[config.mk]
export PLATFORM = sky130hd
export DESIGN_NAME = cache_l2_bridge
export DESIGN_NICKNAME = d
export VERILOG_FILES = /design/src/rtl/cache_l2_pkg.sv /design/src/rtl/cache_l2_timer.sv /design/src/rtl/cache_l2_bridge.sv
export SDC_FILE = /design/constraint.sdc
export NUM_CORES = 1
export LEC_CHECK = 0
export ABC_CLOCK_PERIOD_IN_PS = 3300
export CAP_MARGIN = 40
export CORE_MARGIN = 3
export CORE_UTILIZATION = 50
export CTS_BUF_LIST = sky130_fd_sc_hd__clkbuf_4
export CTS_CLUSTER_DIAMETER = 30
export CTS_CLUSTER_SIZE = 10
export DETAILED_ROUTE_END_ITERATION = 7
export DONT_BUFFER_PORTS = 1
export GPL_TIMING_DRIVEN = 1
export PLACE_DENSITY = 0.73
export SETUP_SLACK_MARGIN = 0.5
export SYNTH_ARGS = -nofsm -noshare
export SYNTH_HDL_FRONTEND = slang
export SYNTH_SLANG_ARGS = --single-unit
[constraint.sdc]
create_clock -name clk -period 3.3 [get_ports clk]
set_clock_uncertainty 0.05 [all_clocks]
set_input_delay 0.66 -clock clk [delete_from_list [all_inputs] [get_ports clk]]
set_output_delay 0.66 -clock clk [all_outputs]
set_load 0.02 [all_outputs]
[src/rtl/cache_l2_pkg.sv]
// Shared types and defaults for the L1-to-L2 miss bridge.
// The optional response timeout is enabled with the CACHE_L2_TIMEOUT_EN macro.
package cache_l2_pkg;

    typedef enum logic [1:0] {
        ST_IDLE  = 2'd0,
        ST_ISSUE = 2'd1,
        ST_WAIT  = 2'd2,
        ST_DONE  = 2'd3
    } l2_state_e;

    localparam int DEF_ADDR_W   = 32;
    localparam int DEF_OFFSET_W = 4;
    localparam int DEF_INDEX_W  = 6;
    localparam int DEF_TIMEOUT  = 255;

    // Builds {tag, index, zero offset}; callers keep the low ADDR_W bits.
    function automatic logic [63:0] line_addr(input logic [63:0] tag,
                                              input logic [63:0] index,
                                              input int          index_w,
                                              input int          offset_w);
        line_addr = (tag << (index_w + offset_w)) | (index << offset_w);
    endfunction

endpackage

[src/rtl/cache_l2_timer.sv]
// Response timeout counter for the L2 bridge (used only with CACHE_L2_TIMEOUT_EN).
// Expiry fires combinationally in the TIMEOUT-th counted cycle so the FSM can leave on that edge.
module cache_l2_timer
    import cache_l2_pkg::*;
#(
    parameter int TIMEOUT = DEF_TIMEOUT
) (
    input  logic clk,
    input  logic reset,
    input  logic clear_i,
    input  logic count_en_i,
    output logic expired_o
);

    localparam int CNT_W = $clog2(TIMEOUT + 1);

    logic [CNT_W-1:0] count_q;
    logic [CNT_W-1:0] count_d;

    // Next count: clear on a new transaction, saturate at TIMEOUT.
    always_comb begin
        count_d = count_q;
        if (clear_i) begin
            count_d = '0;
        end else if (count_en_i && (count_q != CNT_W'(TIMEOUT))) begin
            count_d = count_q + CNT_W'(1);
        end else begin
            count_d = count_q;
        end
    end

    // Counter register.
    always_ff @(posedge clk) begin
        if (reset) begin
            count_q <= '0;
        end else begin
            count_q <= count_d;
        end
    end

    assign expired_o = count_en_i && (count_q == CNT_W'(TIMEOUT - 1));

endmodule

[src/rtl/cache_l2_bridge.sv]
// Turns held read_l2/write_l2 miss requests into single line-aligned L2 transactions.
// Optional response timeout: define CACHE_L2_TIMEOUT_EN.
module cache_l2_bridge
    import cache_l2_pkg::*;
#(
    parameter int ADDR_W   = DEF_ADDR_W,
    parameter int OFFSET_W = DEF_OFFSET_W,
    parameter int INDEX_W  = DEF_INDEX_W,
    parameter int TIMEOUT  = DEF_TIMEOUT
) (
    input  logic                               clk,
    input  logic                               reset,
    input  logic [ADDR_W-1:0]                  addr,
    input  logic [ADDR_W-INDEX_W-OFFSET_W-1:0] victim_tag,
    input  logic                               read_l2,
    input  logic                               write_l2,
    output logic                               l2_ack,
    output logic                               l2_err,
    output logic                               l2_busy,
    output logic                               l2_req_valid,
    input  logic                               l2_req_ready,
    output logic                               l2_req_write,
    output logic [ADDR_W-1:0]                  l2_req_addr,
    input  logic                               l2_rsp_valid,
    input  logic                               l2_rsp_err
);

    localparam int TAG_W = ADDR_W - INDEX_W - OFFSET_W;

    l2_state_e         state_q, state_d;
    logic              ack_q, ack_d;
    logic              err_q, err_d;
    logic              busy_q, busy_d;
    logic              valid_q, valid_d;
    logic              write_q, write_d;
    logic [ADDR_W-1:0] addr_q, addr_d;
    logic              start_s;
    logic              expired_s;
    logic [63:0]       wb_line_s;
    logic [63:0]       fill_line_s;
    logic              unused_s;

    assign wb_line_s   = line_addr(64'(victim_tag), 64'(addr[OFFSET_W +: INDEX_W]),
                                   INDEX_W, OFFSET_W);
    assign fill_line_s = line_addr(64'(addr[ADDR_W-1 -: TAG_W]), 64'(addr[OFFSET_W +: INDEX_W]),
                                   INDEX_W, OFFSET_W);
    assign unused_s    = ^{addr[OFFSET_W-1:0], wb_line_s[63:ADDR_W], fill_line_s[63:ADDR_W]};

`ifdef CACHE_L2_TIMEOUT_EN
    cache_l2_timer #(
        .TIMEOUT    (TIMEOUT)
    ) u_timer (
        .clk        (clk),
        .reset      (reset),
        .clear_i    (start_s),
        .count_en_i ((state_q == ST_ISSUE) || (state_q == ST_WAIT)),
        .expired_o  (expired_s)
    );
`else
    logic [31:0] unused_timeout_s;
    assign unused_timeout_s = TIMEOUT;
    assign expired_s        = 1'b0;
`endif

    // Next state plus next registered outputs; writeback beats fill when both are held.
    always_comb begin
        state_d = state_q;
        err_d   = 1'b0;
        write_d = write_q;
        addr_d  = addr_q;
        start_s = 1'b0;
        case (state_q)
            ST_IDLE: begin
                if (write_l2) begin
                    state_d = ST_ISSUE;
                    write_d = 1'b1;
                    addr_d  = wb_line_s[ADDR_W-1:0];
                    start_s = 1'b1;
                end else if (read_l2) begin
                    state_d = ST_ISSUE;
                    write_d = 1'b0;
                    addr_d  = fill_line_s[ADDR_W-1:0];
                    start_s = 1'b1;
                end else begin
                    state_d = ST_IDLE;
                end
            end
            ST_ISSUE: begin
                if (expired_s) begin
                    state_d = ST_DONE;
                    err_d   = 1'b1;
                end else if (l2_req_ready) begin
                    state_d = ST_WAIT;
                end else begin
                    state_d = ST_ISSUE;
                end
            end
            ST_WAIT: begin
                if (l2_rsp_valid) begin
                    state_d = ST_DONE;
                    err_d   = l2_rsp_err;
                end else if (expired_s) begin
                    state_d = ST_DONE;
                    err_d   = 1'b1;
                end else begin
                    state_d = ST_WAIT;
                end
            end
            ST_DONE: begin
                state_d = ST_IDLE;
            end
            default: begin
                state_d = ST_IDLE;
            end
        endcase
        valid_d = (state_d == ST_ISSUE);
        busy_d  = (state_d != ST_IDLE);
        ack_d   = (state_d == ST_DONE);
    end

    // State and output registers.
    always_ff @(posedge clk) begin
        if (reset) begin
            state_q <= ST_IDLE;
            ack_q   <= 1'b0;
            err_q   <= 1'b0;
            busy_q  <= 1'b0;
            valid_q <= 1'b0;
            write_q <= 1'b0;
            addr_q  <= '0;
        end else begin
            state_q <= state_d;
            ack_q   <= ack_d;
            err_q   <= err_d;
            busy_q  <= busy_d;
            valid_q <= valid_d;
            write_q <= write_d;
            addr_q  <= addr_d;
        end
    end

    assign l2_ack       = ack_q;
    assign l2_err       = err_q;
    assign l2_busy      = busy_q;
    assign l2_req_valid = valid_q;
    assign l2_req_write = write_q;
    assign l2_req_addr  = addr_q;

endmodule

==> results.txt <==
The flow ran to the end, and the final reports show no timing, DRC or antenna violations. For the worst setup path, the data required time is 3500 ps. For the number of hold violations in the final report, the log shows 0. Setup repair after global routing left no endpoint under its margin. Of the total synthesized cell area, the portion taken by XOR and XNOR cells is 0%. Kind of cell with the highest combined delay on the critical path: simple AND/OR/NAND/NOR gates.

The routed design has 3.626 mm of wire. The sum of negative setup slack is 0 ps. The tool flagged a number of max-cap violations equal to 0. The tools report the final global-route overflow total as 0. No sink is reached through more buffers than the 2 on the longest clock path. Static timing analysis puts the maximum clock frequency at 0.6226 GHz.

The run gives 98 as the number of top-level design ports. At the placement stage, the worst setup path has a slack of 1496 ps. After synthesis, the cell types taking the most area are sky130_fd_sc_hd__dfxtp_1 41%, sky130_fd_sc_hd__a211oi_2 15%, sky130_fd_sc_hd__mux2i_1 13%, sky130_fd_sc_hd__a21oi_1 6.1%, sky130_fd_sc_hd__a21oi_2 5.1%.

Per-cell via count in the routed design: 5.995. The run gives 26 as the count of unique library cells instantiated by Yosys. The kind of start point of the critical path was a flip-flop.

For the worst-skew pair, the clock arrives at the later sink with an insertion delay of 330 ps. The cell sitting at the root of the clock tree is a sky130_fd_sc_hd__clkbuf_4. The slowest stage of the critical path belongs to the cell sky130_fd_sc_hd__dfxtp_1. Endpoint arrival time on the critical path: 1800 ps. Entering global routing, the biggest net connects 35 pins.

The total number of yosys warnings was 0. After clock tree synthesis, the flow added hold-fix buffers numbering 0. After the last flow step, the layout net total stands at 216. Clock-pin slew was measured on the worst setup and hold paths at 100 ps. The highest fanout seen on the critical path is 21. Count of buffers inserted at the top-level ports: 0. The first-pass detailed-route iteration total was 4; the area share of the largest cell type after synthesis was 40.61%. The analysis attributes to cell leakage a power of 0.6288 nW. For the standard cell core area, the log shows 3178 um^2.

The number of antenna violations at the first check in global routing is 0. Setup violations remaining at the end of the flow were counted as 0. The design area is 1705 um^2, and the critical path buffer and inverter count is 1. The design draws 0.0009610 W. For the peak ir drop on the vdd network, the log shows 351.8 uV. For this run, the slowest stage of the critical path takes 390 ps.

The average footprint of a synthesized cell was 10.59 um^2; the net load switching power was 0.0003331 W. The number of global-route vias before repair came out at 1226. After floorplanning, the core was divided into 20 placement rows. In the synthesized netlist, the number of instances is 163. CTS built an H-tree with a depth of 2. The tools report the element type at the critical path end as a flip-flop. The run gives 5.885 mm as the global-route wire length before repair. The setup path with the least slack is of type reg2reg. The tools report the post-cts resize count as 0. The logs give 0.0006279 W for the internal cell power and 1659 um^2 for the placed standard-cell area. The average detailed-routed wire length per instance works out to 18.22 um. The min-delay analysis places its worst path in the category in2reg. The wire-length estimate of the detail-placed layout is 2.637 mm.

TritonCTS created 5 clock buffers. The logs give 54.29% for the starting utilization of the core area and 1725 um^2 for the area of the mapped netlist. Per report_power, the clock group accounts for 21.5% of the total.

Combinational logic is responsible for 19.4% of the overall power. Counting every sink on the clock net gives 35. The sequential area share after synthesis came out at 40.61%.

By area, the combinational part of the netlist is dominated by compound AO/OA/AOI/OAI gates. Summing the areas of all compound-gate instances in the mapped netlist gives 29.37% of the synthesized area. After synthesis, the share of cell area in mux cells is 12.76%. In the routed design, unresolved DRC markers number 0.

The detail route stage leaves a number of antenna-violating nets equal to 0. The routed layout has 1193 vias. The layout has 306 filler cells. The post-route netlist has 26.45% of its cells at a drive strength greater than 1. The areal power density over the cells was 563.5 nW/um^2; the global placer's final weighted congestion was 0.6291.

The final critical path takes up 48.67% of the cycle. The number of pins exceeding their max-slew limit in the final report is 0, and the die boundary width is 64.75 um. After Yosys synthesis, and, or, nand and nor cells account for 8.122% of the synthesized area.

After Yosys synthesis, full adders, half adders and majority gates account for 0% of the synthesized area. In the post-route analysis, the smallest setup slack over all paths is 1694 ps. For the finished layout, the period the worst path requires is 1606 ps. Net switching is 34.66% of the power.

The tools report the total setup buffers inserted after CTS as 0. The area growth from synthesis to layout is -1.160%. Sequential cells account for 59.2% of the total power.

Walking the worst path, the cells encountered are nor2_2 > buf_4 > nand2_1 > a211oi_1. The largest total area in the synthesized netlist belongs to sky130_fd_sc_hd__dfxtp_1. Across all hold checks on the routed design, the worst slack comes to 327.8 ps. The combined global-route utilization of all metal layers was 18.22%; the number of diodes was 0.

The first routing iteration left 56 violations. The overall die area was 4192 um^2; the die height was 64.75 um. TritonCTS built the clock tree. Count of state elements after synthesis: 35.
## worst paths after layout
| path | start | end | slack [ps] | depth (start not counted) |
|---|---|---|---|---|
| min reg2reg | state_q[0] | state_q[1] | 530 | 2 |
| max | state_q[1] | l2_req_valid | 1690 | 4 |
| max reg2reg | state_q[1] | l2_req_valid | 1690 | 4 |
| min | reset | l2_req_addr[18] | 330 | 1 |
## metrics by stage
step | std cells | util [%]
after global placement | 192 | 52.20
after CTS | 199 | 53.66
after global routing | 199 | 53.66
final | 199 | 53.66
after detailed placement | 192 | 52.20
after floorplan | 166 | -
## layout make-up
class | instances | area, um^2 | share of cell area, %
timing repair buffer | 2 | 15.01 | 0.8804
sequential | 35 | 700.7 | 41.09
inverter | 1 | 3.754 | 0.2201
tap | 44 | 55.05 | 3.228
clock buffer | 5 | 37.54 | 2.201
clock inverter | 2 | 8.758 | 0.5136
multi-input combinational | 110 | 884.6 | 51.87
## registers in the layout, summed over array words and instances (netlist names)
register / flops
state_q: 2
l2_req_write: 1
l2_req_valid: 1
l2_err: 1
l2_busy: 1
l2_ack: 1
l2_req_addr: 28
## per-layer routing
layer  vias to the layer above  wire length (um)  GRT usage (%)
met5                         -                 0              0
met4                         0                47          6.332
met3                         6               379          8.319
met2                        68              1813          32.31
met1                       549              1384          18.77
li1                        570                 -              -
## kinds of logic (layout without fill, tap and decap cells)
logic type             Yosys count  in the layout
muxes                           22             22
and+or+nand+nor                 22             22
other                            1              4
AOI/OAI and AO/OA               62             62
buffers and inverters           21             10
DFF                             35             35
## power groups by stage
stage / sequential (W) / clock, W / combinational (W)
2_1_floorplan: 0.000567 / 0 / 0.000197
3_3_place_gp: 0.000578 / 0 / 0.000179
3_5_place_dp: 0.000580 / 0 / 0.000190
4_1_cts: 0.000570 / 0.000216 / 0.000190
5_1_grt: 0.000574 / 0.000241 / 0.000208
6_report: 0.000568 / 0.000207 / 0.000186
## cell usage after synthesis
cell type                   n
sky130_fd_sc_hd__dfxtp_1   35
sky130_fd_sc_hd__mux2i_1   22
sky130_fd_sc_hd__a21oi_1   21
sky130_fd_sc_hd__a211oi_2  20
sky130_fd_sc_hd__a21oi_2   10
sky130_fd_sc_hd__o21ai_1    7
sky130_fd_sc_hd__nand3_1    6
sky130_fd_sc_hd__buf_2      5
sky130_fd_sc_hd__buf_4      5
sky130_fd_sc_hd__buf_6      4
sky130_fd_sc_hd__clkbuf_1   4
sky130_fd_sc_hd__nand2_1    4
sky130_fd_sc_hd__a211oi_1   3
sky130_fd_sc_hd__or2_1      3
sky130_fd_sc_hd__nand2b_1   2
sky130_fd_sc_hd__nand3b_1   2
sky130_fd_sc_hd__a31oi_1    1
sky130_fd_sc_hd__and2_1     1
sky130_fd_sc_hd__buf_12     1
sky130_fd_sc_hd__clkbuf_4   1
sky130_fd_sc_hd__conb_1     1
sky130_fd_sc_hd__inv_1      1
sky130_fd_sc_hd__nor2_1     1
sky130_fd_sc_hd__nor2_4     1
sky130_fd_sc_hd__nor2_8     1
sky130_fd_sc_hd__nor3b_1    1
## placed cells by master (no fill, tap or decap), types with 2 or more instances in the layout
cell and instances:
sky130_fd_sc_hd__nand3_1 6, sky130_fd_sc_hd__mux2i_1 22, sky130_fd_sc_hd__dfxtp_1 35, sky130_fd_sc_hd__o21ai_1 7, sky130_fd_sc_hd__clkbuf_4 5, sky130_fd_sc_hd__nand2_1 4
sky130_fd_sc_hd__or2_1 3, sky130_fd_sc_hd__nand2b_1 2, sky130_fd_sc_hd__a211oi_2 20, sky130_fd_sc_hd__conb_1 4, sky130_fd_sc_hd__a21oi_2 10, sky130_fd_sc_hd__buf_4 2
sky130_fd_sc_hd__a211oi_1 3, sky130_fd_sc_hd__a21oi_1 21, sky130_fd_sc_hd__nand3b_1 2
(Power assumes the default switching activity.)
